**src/rtl/char_fifo_pkg.sv**
```systemverilog
// Shared constants for the character FIFO between the character generator
// and the UART transmitter.
package char_fifo_pkg;

    localparam int CHAR_WIDTH    = 8;
    localparam int DEFAULT_DEPTH = 16;
    localparam int DEFAULT_AFULL = 12;

    // Occupancy counter must represent 0..DEPTH inclusive.
    function automatic int count_width(input int depth);
        return $clog2(depth) + 1;
    endfunction

endpackage

```
**src/rtl/char_fifo_if.sv**
```systemverilog
// Handshake bundle between the character generator / UART side (master) and
// the FIFO (slave).
interface char_fifo_if
    import char_fifo_pkg::*;
#(
    parameter int DATA_WIDTH = CHAR_WIDTH,
    parameter int DEPTH      = DEFAULT_DEPTH
);
    localparam int CNT_W = count_width(DEPTH);

    logic [DATA_WIDTH-1:0] char_fifo_din;
    logic                  char_fifo_wr_en;
    logic                  char_fifo_full;
    logic                  char_fifo_afull;
    logic                  char_fifo_rd_en;
    logic [DATA_WIDTH-1:0] char_fifo_dout;
    logic                  char_fifo_empty;
    logic [CNT_W-1:0]      char_fifo_count;
    logic                  char_fifo_ovf;
    logic                  ovf_clr;

    modport master (
        output char_fifo_din, char_fifo_wr_en, char_fifo_rd_en, ovf_clr,
        input  char_fifo_full, char_fifo_afull, char_fifo_dout,
               char_fifo_empty, char_fifo_count, char_fifo_ovf
    );

    modport slave (
        input  char_fifo_din, char_fifo_wr_en, char_fifo_rd_en, ovf_clr,
        output char_fifo_full, char_fifo_afull, char_fifo_dout,
               char_fifo_empty, char_fifo_count, char_fifo_ovf
    );

endinterface

```
**src/rtl/char_fifo_ram.sv**
```systemverilog
// Simple dual-port storage: one write port, one registered read port, no reset,
// written so that synthesis maps it onto block or distributed RAM.
module char_fifo_ram #(
    parameter int DATA_WIDTH = 8,
    parameter int DEPTH      = 16,
    parameter int AW         = $clog2(DEPTH)
) (
    input  logic                  clk_tx,
    input  logic                  wr_en,
    input  logic [AW-1:0]         wr_addr,
    input  logic [DATA_WIDTH-1:0] wr_data,
    input  logic [AW-1:0]         rd_addr,
    output logic [DATA_WIDTH-1:0] rd_data_p1
);

    logic [DATA_WIDTH-1:0] mem [DEPTH];

    // Read-before-write on an address collision; the caller bypasses that case.
    always_ff @(posedge clk_tx) begin
        if (wr_en) begin
            mem[wr_addr] <= wr_data;
        end
        rd_data_p1 <= mem[rd_addr];
    end

endmodule

```
**src/rtl/char_fifo_fwft.sv**
```systemverilog
// First-word-fall-through character FIFO: pointers, occupancy, flags and the
// head-word output stage around a registered-read RAM.
module char_fifo_fwft
    import char_fifo_pkg::*;
#(
    parameter int DATA_WIDTH   = CHAR_WIDTH,
    parameter int DEPTH        = DEFAULT_DEPTH,
    parameter int AFULL_THRESH = DEFAULT_AFULL
) (
    input  logic        clk_tx,
    input  logic        rst_clk_tx_n,
    char_fifo_if.slave  bus
);

    localparam int AW = $clog2(DEPTH);
    localparam int CW = count_width(DEPTH);

    logic [AW-1:0]         wr_ptr, rd_ptr, rd_ptr_nxt;
    logic [CW-1:0]         count_q, count_nxt;
    logic                  full_q, afull_q, empty_q, ovf_q;
    logic                  push, pop, ovf_evt;
    logic                  byp_sel_p1;
    logic [DATA_WIDTH-1:0] byp_data_p1;
    logic [DATA_WIDTH-1:0] ram_rd_p1;

    // A pop frees the slot the coincident push needs, so a full FIFO still
    // accepts a push in the same cycle it is read.
    assign pop     = bus.char_fifo_rd_en && !empty_q;
    assign push    = bus.char_fifo_wr_en && (!full_q || pop);
    assign ovf_evt = bus.char_fifo_wr_en && full_q && !pop;

    always_comb begin
        rd_ptr_nxt = rd_ptr;
        count_nxt  = count_q;
        if (pop) begin
            rd_ptr_nxt = rd_ptr + AW'(1);
        end
        case ({push, pop})
            2'b10:   count_nxt = count_q + CW'(1);
            2'b01:   count_nxt = count_q - CW'(1);
            default: count_nxt = count_q;
        endcase
    end

    always_ff @(posedge clk_tx or negedge rst_clk_tx_n) begin
        if (!rst_clk_tx_n) begin
            wr_ptr     <= '0;
            rd_ptr     <= '0;
            count_q    <= '0;
            empty_q    <= 1'b1;
            full_q     <= 1'b0;
            afull_q    <= 1'b0;
            ovf_q      <= 1'b0;
            byp_sel_p1 <= 1'b0;
        end else begin
            if (push) begin
                wr_ptr <= wr_ptr + AW'(1);
            end
            rd_ptr  <= rd_ptr_nxt;
            count_q <= count_nxt;
            empty_q <= (count_nxt == '0);
            full_q  <= (count_nxt == CW'(DEPTH));
            afull_q <= (count_nxt >= CW'(AFULL_THRESH));
            if (ovf_evt) begin
                ovf_q <= 1'b1;
            end else if (bus.ovf_clr) begin
                ovf_q <= 1'b0;
            end
            // The word being written becomes the new head: RAM would return stale data.
            byp_sel_p1 <= push && (wr_ptr == rd_ptr_nxt);
        end
    end

    // ---- stage p1: head word capture (data path, not reset) ----
    always_ff @(posedge clk_tx) begin
        byp_data_p1 <= bus.char_fifo_din;
    end

    char_fifo_ram #(
        .DATA_WIDTH (DATA_WIDTH),
        .DEPTH      (DEPTH),
        .AW         (AW)
    ) u_ram (
        .clk_tx     (clk_tx),
        .wr_en      (push),
        .wr_addr    (wr_ptr),
        .wr_data    (bus.char_fifo_din),
        .rd_addr    (rd_ptr_nxt),
        .rd_data_p1 (ram_rd_p1)
    );

    assign bus.char_fifo_dout  = empty_q ? '0 : (byp_sel_p1 ? byp_data_p1 : ram_rd_p1);
    assign bus.char_fifo_empty = empty_q;
    assign bus.char_fifo_full  = full_q;
    assign bus.char_fifo_afull = afull_q;
    assign bus.char_fifo_count = count_q;
    assign bus.char_fifo_ovf   = ovf_q;

endmodule

```
**src/flat_wrapper.sv**
```systemverilog
// flat-port wrapper written by rule: the top's interface ports become plain ports
module char_fifo_fwft_flat import char_fifo_pkg::*;
#(
    parameter int DATA_WIDTH   = CHAR_WIDTH,
    parameter int DEPTH        = DEFAULT_DEPTH,
    parameter int AFULL_THRESH = DEFAULT_AFULL
)
  (clk_tx, rst_clk_tx_n, bus_char_fifo_din, bus_char_fifo_wr_en, bus_char_fifo_rd_en, bus_ovf_clr, bus_char_fifo_full, bus_char_fifo_afull, bus_char_fifo_dout, bus_char_fifo_empty, bus_char_fifo_count, bus_char_fifo_ovf);
  char_fifo_if #(.DATA_WIDTH(DATA_WIDTH), .DEPTH(DEPTH)) bus_i ();
  input  logic clk_tx;
  input  logic rst_clk_tx_n;
  input wire logic [$bits(bus_i.char_fifo_din)-1:0] bus_char_fifo_din;
  input wire logic [$bits(bus_i.char_fifo_wr_en)-1:0] bus_char_fifo_wr_en;
  input wire logic [$bits(bus_i.char_fifo_rd_en)-1:0] bus_char_fifo_rd_en;
  input wire logic [$bits(bus_i.ovf_clr)-1:0] bus_ovf_clr;
  output wire logic [$bits(bus_i.char_fifo_full)-1:0] bus_char_fifo_full;
  output wire logic [$bits(bus_i.char_fifo_afull)-1:0] bus_char_fifo_afull;
  output wire logic [$bits(bus_i.char_fifo_dout)-1:0] bus_char_fifo_dout;
  output wire logic [$bits(bus_i.char_fifo_empty)-1:0] bus_char_fifo_empty;
  output wire logic [$bits(bus_i.char_fifo_count)-1:0] bus_char_fifo_count;
  output wire logic [$bits(bus_i.char_fifo_ovf)-1:0] bus_char_fifo_ovf;
  assign bus_i.char_fifo_din = bus_char_fifo_din;
  assign bus_i.char_fifo_wr_en = bus_char_fifo_wr_en;
  assign bus_i.char_fifo_rd_en = bus_char_fifo_rd_en;
  assign bus_i.ovf_clr = bus_ovf_clr;
  assign bus_char_fifo_full = bus_i.char_fifo_full;
  assign bus_char_fifo_afull = bus_i.char_fifo_afull;
  assign bus_char_fifo_dout = bus_i.char_fifo_dout;
  assign bus_char_fifo_empty = bus_i.char_fifo_empty;
  assign bus_char_fifo_count = bus_i.char_fifo_count;
  assign bus_char_fifo_ovf = bus_i.char_fifo_ovf;
  char_fifo_fwft #(.DATA_WIDTH(DATA_WIDTH), .DEPTH(DEPTH), .AFULL_THRESH(AFULL_THRESH)) u_core (.clk_tx(clk_tx), .rst_clk_tx_n(rst_clk_tx_n), .bus(bus_i));
endmodule
```
**config.mk**
```make
export PLATFORM = sky130hd
export DESIGN_NAME = char_fifo_fwft_flat
export DESIGN_NICKNAME = d
export VERILOG_FILES = /design/src/rtl/char_fifo_pkg.sv /design/src/rtl/char_fifo_if.sv /design/src/rtl/char_fifo_ram.sv /design/src/rtl/char_fifo_fwft.sv /design/src/flat_wrapper.sv
export SDC_FILE = /design/constraint.sdc
export NUM_CORES = 1
export LEC_CHECK = 0
export BUFFER_PORTS_ARGS = -buffer_cell sky130_fd_sc_hd__buf_2
export CAP_MARGIN = 20
export CORE_UTILIZATION = 36
export DETAILED_ROUTE_END_ITERATION = 12
export HOLD_SLACK_MARGIN = 0.15
export PLACE_DENSITY = 0.59
export SLEW_MARGIN = 20
export SYNTH_ARGS = -nofsm -noshare
export SYNTH_HDL_FRONTEND = slang
export SYNTH_SLANG_ARGS = --single-unit
```
**constraint.sdc**
```tcl
create_clock -name clk_tx -period 3 [get_ports clk_tx]
set_input_delay 0.3 -clock clk_tx [delete_from_list [all_inputs] [get_ports clk_tx]]
set_output_delay 0.3 -clock clk_tx [all_outputs]
set_load 0.02 [all_outputs]
```
# Yosys cells after proc, flatten, opt, wreduce, memory -nomap -nowiden
# Memory sizes are Yosys's and may differ from the RTL's. A register that Yosys moved wholly into a read port is not among the register bits.
# Index checks and enable logic that the tools add are counted.
# word_totals
mem_count	1
ram_bits	128
regBits	26
out_inout_bits	17
# memory_table
memory	words	word_bits	rd	rd_clocked_by_memory_dff	write_ports	line_no	text
u_core.u_ram.mem	16	8	1	1	1	char_fifo_ram.sv:16	logic [DATA_WIDTH-1:0] mem [DEPTH];
# op_classes
order_cmp	1
add_sub_neg	4
reduce_logical	11
mux	8
eq_ne	4
# op_table
operator	n
two-way mux 8 bit	2
case mux 5 bit (2 select lines)	1
adder 4 x 1 -> 4 bit, second input constant	2
adder 5 x 1 -> 5 bit, second input constant	1
equality test 5 bit, second input constant	1
greater-or-equal comparator 5 x 4 -> 1 bit, second input constant	1
logical AND 1 bit	5
zero test 5 bit	1
subtractor 5 x 1 -> 5 bit, second input constant	1
equality test 4 bit	1
two-way mux 1 bit	4
two-way mux 4 bit	1
zero test 1 bit	3
equality test 2 x 1 -> 1 bit, second input constant	1
equality test 2 bit, second input constant	1
nonzero test 2 bit	1
logical OR 1 bit	1

# Depth between registers and ports, before layout
# logic_depth
word_depth	7
ltp_mapped	17

# Cells and area by module
# Synthesis repeated with hierarchy kept, for this count alone.
# unflattened
cells_unflattened	344
hier_area_um2	6431.2
# modules_own_cells
mod	instances	cells_per_inst	area_each_um2	seq_area_each_um2
char_fifo_ram	1	229	5147.4	4003.8
char_fifo_fwft	1	115	1283.7	611.8

# Least setup slack after synthesis
# Ideal clock, no wire load.
# synth_timing
path_kind	register to register
from	reg u_core.empty_q, in the netlist u_core.bus.char_fifo_empty
to	reg u_core.full_q, in the netlist u_core.bus.char_fifo_full
setup_time_ns	0.073
required_ns	2.927
n_path_buf	5
synth_period_minus_slack_ns	3.020
path_stages_with_launch	17
arrival_time_ns	2.947
slack_ns	-0.020
path_cell_list	dfstp_2 buf_4 nand2b_4 buf_6 inv_6 buf_4 buf_2 ha_1 buf_2 xor2_1 ha_1 o21a_1 o21ai_0 nand3b_1 a21oi_1 xor2_1 nor2b_1
# synth_between
elab_chain_cells	7
# synth_rtl
item	line_no	text
start: declaration	char_fifo_fwft.sv:20	logic full_q, afull_q, empty_q, ovf_q;
start signal: assignment	char_fifo_fwft.sv:61	empty_q <= (count_nxt == '0);
zero test 1 bit *	char_fifo_fwft.sv:28	assign pop = bus.char_fifo_rd_en && !empty_q;
logical AND 1 bit *	char_fifo_fwft.sv:28	
logical OR 1 bit	char_fifo_fwft.sv:29	assign push = bus.char_fifo_wr_en && (!full_q || pop);
logical AND 1 bit	char_fifo_fwft.sv:29	
equality test 2 x 1 -> 1 bit or equality test 2 bit (tied branches)	char_fifo_fwft.sv:38	case ({push, pop})
case mux 5 bit (2 select lines) *	char_fifo_fwft.sv:38	
named net u_core.count_nxt[4]	char_fifo_fwft.sv:19	logic [CW-1:0] count_q, count_nxt;
equality test 5 bit *	char_fifo_fwft.sv:62	full_q <= (count_nxt == CW'(DEPTH));
end signal: assignment	char_fifo_fwft.sv:62	
end: declaration	char_fifo_fwft.sv:20	
# The timed path passes the listed nets; every way through them passes the cells marked *.
# A chain may end at the register's enable or synchronous reset.

# Worst setup path after layout
# Same ends and word-level chain as after synthesis.

==> impl_metrics.csv <==
group,metric,value,unit
placed_design,numPortBuffers,29,
timing,rsz0062_at_grt,"no",
worst_hold_path,whs_path_depth,1,
job,drv_cap,0,
clock_network,cts_buffers,17,
timing,worst_slack,0.294,ns
layout,layout_common_cells,"128 x edfxtp_1, 92 x nor2_1, 52 x a21oi_1, 43 x nand2_1",
synth,ys_ff_latch,162,
grt,grt_use_total,17.2,%
grt,antenna_found_initial,0,
clock_network,cts.clk_slew.worst_paths,0.07,ns
layout,layout.nets,732,
synth,syn_nets,716,
detailed_routing,vias,5296,
floorplan,io_pins,30,
critical_path,reg2reg_depth,13,
detailed_routing,drt_pass1_iterations,7,
power,p_leak,3.03,nW
grt,busiest_layer,"met2",
critical_path,crit_buf_inv,1,
timing,slew_viol_final,0,
floorplan,rows,52,
synth,postSynthCellCount,694,
placed_design,dpl_cell_area,7920,um2
grt,grt_util_met2,25.8,%
layout,finish.utilization,41.9,%
critical_path,r2r-start,"u_core.bus.char_fifo_empty",
clock_network,htreeDepth,4,
critical_path,end_kind,"flop",
layout,instances_no_fill,993,
critical_path,cp.arrival,3.07,ns
synth,syn_area_per_cell,10.9,um2
critical_path,reg2reg_to,"u_core.bus.char_fifo_full",
detailed_routing,drt_iter0_drc,605,
critical_path,startpoint,"u_core.bus.char_fifo_empty",
critical_path,worst-setup-path-type,"flop to flop",
synth,yosysUniqueCellTypes,50,
grt,grt_start_max_net_pins,65,
clock_network,ctsLongestPathBuffers,2,
detailed_routing,drc,0,
critical_path,cp_slowest_cell,"dfstp_2",
worst_hold_path,hp-start,"bus_char_fifo_din[4]",
worst_hold_path,min_to,"u_core.byp_data_p1[4]",
timing,worst_pin_slew,1.02,ns
detailed_routing,ant_nets,0,
floorplan,fp.dieH,147,um
timing,fmax,370,MHz
power,total_power,9.74,mW
timing,whs,0.200,ns
grt,grt-ovfl-total,0,
clock_network,cts_tree,"yes",
layout,syn_to_final_growth,13.1,%
critical_path,cpMostUsedCell,"xor2_1",
synth,synth_edf_count,128,
grt,grt_pass1_vias,4976,
synth,mappedNetlistArea,7570,um2
critical_path,reg2reg_slack,0.29,ns
layout,n_antenna_cell,0,
detailed_routing,drt-wirelength-per-cell,18.1,um
layout,finalInstanceArea,8560,um2
synth,synth-main-ff-cell,"edfxtp_1",
synth,yosysWarnings,0,
timing,clock_skew,0.00720,ns
timing,setup_tns,0,ns
clock_network,cts.sinks,162,
worst_hold_path,hp-class,"input port to flop",
critical_path,path_cells,"nand2b_4 > nand2_1 > and2_1 > inv_1 > ha_2 > xor2_1 > ha_1 > o21a_1 > o21ai_0 > nand3b_1 > a21oi_1 > xor2_1 > nor2b_1",
critical_path,required,3.37,ns
timing,setup_violations,0,
floorplan,die_w,147,um
grt,grt_pass1_wl,28200,um
timing,hold_viol,0,
timing,slew_headroom,31.3,%
grt,use_met1,24.2,%
grt,use_met3,3.26,%
placed_design,hpwl,11900,um
synth,seq_area_frac_synth,61.0,%
critical_path,path_delay_family,"simple AND/OR/NAND/NOR gates",
power,powerDensity,1140,nW/um2
layout,layout_commonest_cell,"edfxtp_1",
layout,layout-drive-gt1-share,12.4,%
power,irDropWorstVdd,0.502,mV
synth,synthArstFlopShare,11.1,%
clock_network,postCtsSetupBuffers,0,
detailed_routing,wl,18000,um
critical_path,startpoint_type,"flop",
timing,fin_crit,2.71,ns
detailed_routing,vias_per_cell,5.33,
critical_path,crit_fanout,8,
run_status,run_status,"completed",
floorplan,core_area,20400,um2
critical_path,critical_path.max_stage_delay,0.53,ns
floorplan,dieArea,21600,um2
placed_design,dp.cells,958,
placed_design,place_ws,0.196,ns
timing,min_period_over_period,90.2,%
clock_network,worst_skew_pair.late_latency,0.44,ns
placed_design,routabilityCongestion,0.854,
clock_network,root_buffer,"clkbuf_16",
floorplan,initial_utilization,37.0,%
-- report_power, final --
group | switching [mW] | internal, mW | leakage, nW
logic | 2.99 | 1.52 | 1.23
registers | 0.243 | 2.80 | 1.51
clock network | 0.941 | 1.25 | 0.290
total | 4.17 | 5.57 | 3.03
-- cell type report --
type / count / area, um2
inverters: 29 / 114
flip-flops and latches: 162 / 4620
repair buffers: 46 / 280
well taps: 270 / 338
multi-input cells: 454 / 2620
clock inverters: 15 / 174
clock buffers: 17 / 425
fillers: 1887 / 11900
-- worst max path at each step --
stage	endpoint	slack, ns	depth (start not counted)
global placement	u_core.bus.char_fifo_full	0.30	13
CTS	u_core.bus.char_fifo_full	0.18	13
detailed placement	u_core.bus.char_fifo_full	0.20	13
floorplan	u_core.bus.char_fifo_full	0.003	16
global route	u_core.bus.char_fifo_full	0.07	13
finish	u_core.bus.char_fifo_full	0.29	13
-- flip-flops by register name (all words and copies together), names as in the netlist, 4 cells and up --
signal	count
u_core.wr_ptr	4
u_core.u_ram.mem	128
u_core.rd_ptr	4
u_core.byp_data_p1	8
u_core.bus.char_fifo_count	5
u_core.u_ram.rd_data_p1	8
-- repair_timing --
action	4_1_cts	5_1_grt
resized for setup	0	1
endpoints found under the hold margin	19	0
setup endpoints to repair	0	1
hold buffers	3	0
-- layer usage --
layer / vias up / routed length (um)
met3: 31 / 1110
met4: 0 / 546
met2: 198 / 8020
met1: 2538 / 8300
met5: - / 0
li1: 2529 / -
-- Yosys cell counts (all sizes together), types with 2 or more instances --
library cell,count,area share (%)
mux2i,9,1.2
and3,2,0.17
buf,27,2.0
o311ai,9,1.0
xnor2,12,1.9
nand2,44,2.2
nand3,26,1.7
xor2,6,0.79
nor2,92,4.6
a21oi,52,3.4
a31oi,15,1.2
nand2b,26,2.2
inv,29,1.5
nor2b,10,0.83
o21ai,55,3.6
a22o,8,0.93
dfrtp,17,5.6
o21a,9,0.89
nor3,39,2.6
ha,9,1.5
nor3b,2,0.20
o41ai,8,0.93
clkbuf,22,1.1
nand4,2,0.17
dfxtp,16,4.2
edfxtp,128,51
o2bb2ai,8,0.93
-- worst register-to-register path: cells and delay by family, from the launching register on --
family          cells  cell delay, ns
xor+xnor            2            0.36
flops               1            0.53
simple gates        5            0.62
fa+ha+maj           2            0.51
buf+inv             1            0.11
compound gates      3            0.52
-- cells by family after synthesis --
family | synth area share [%]
and+or+nand+nor | 15.3
adders and majority gates | 1.49
buffers and inverters | 4.63
DFF | 61.0
xor gates and xnor gates | 2.68
AOI/OAI and AO/OA | 13.7
muxes | 1.19
Power figures use the tool's default switching activity.
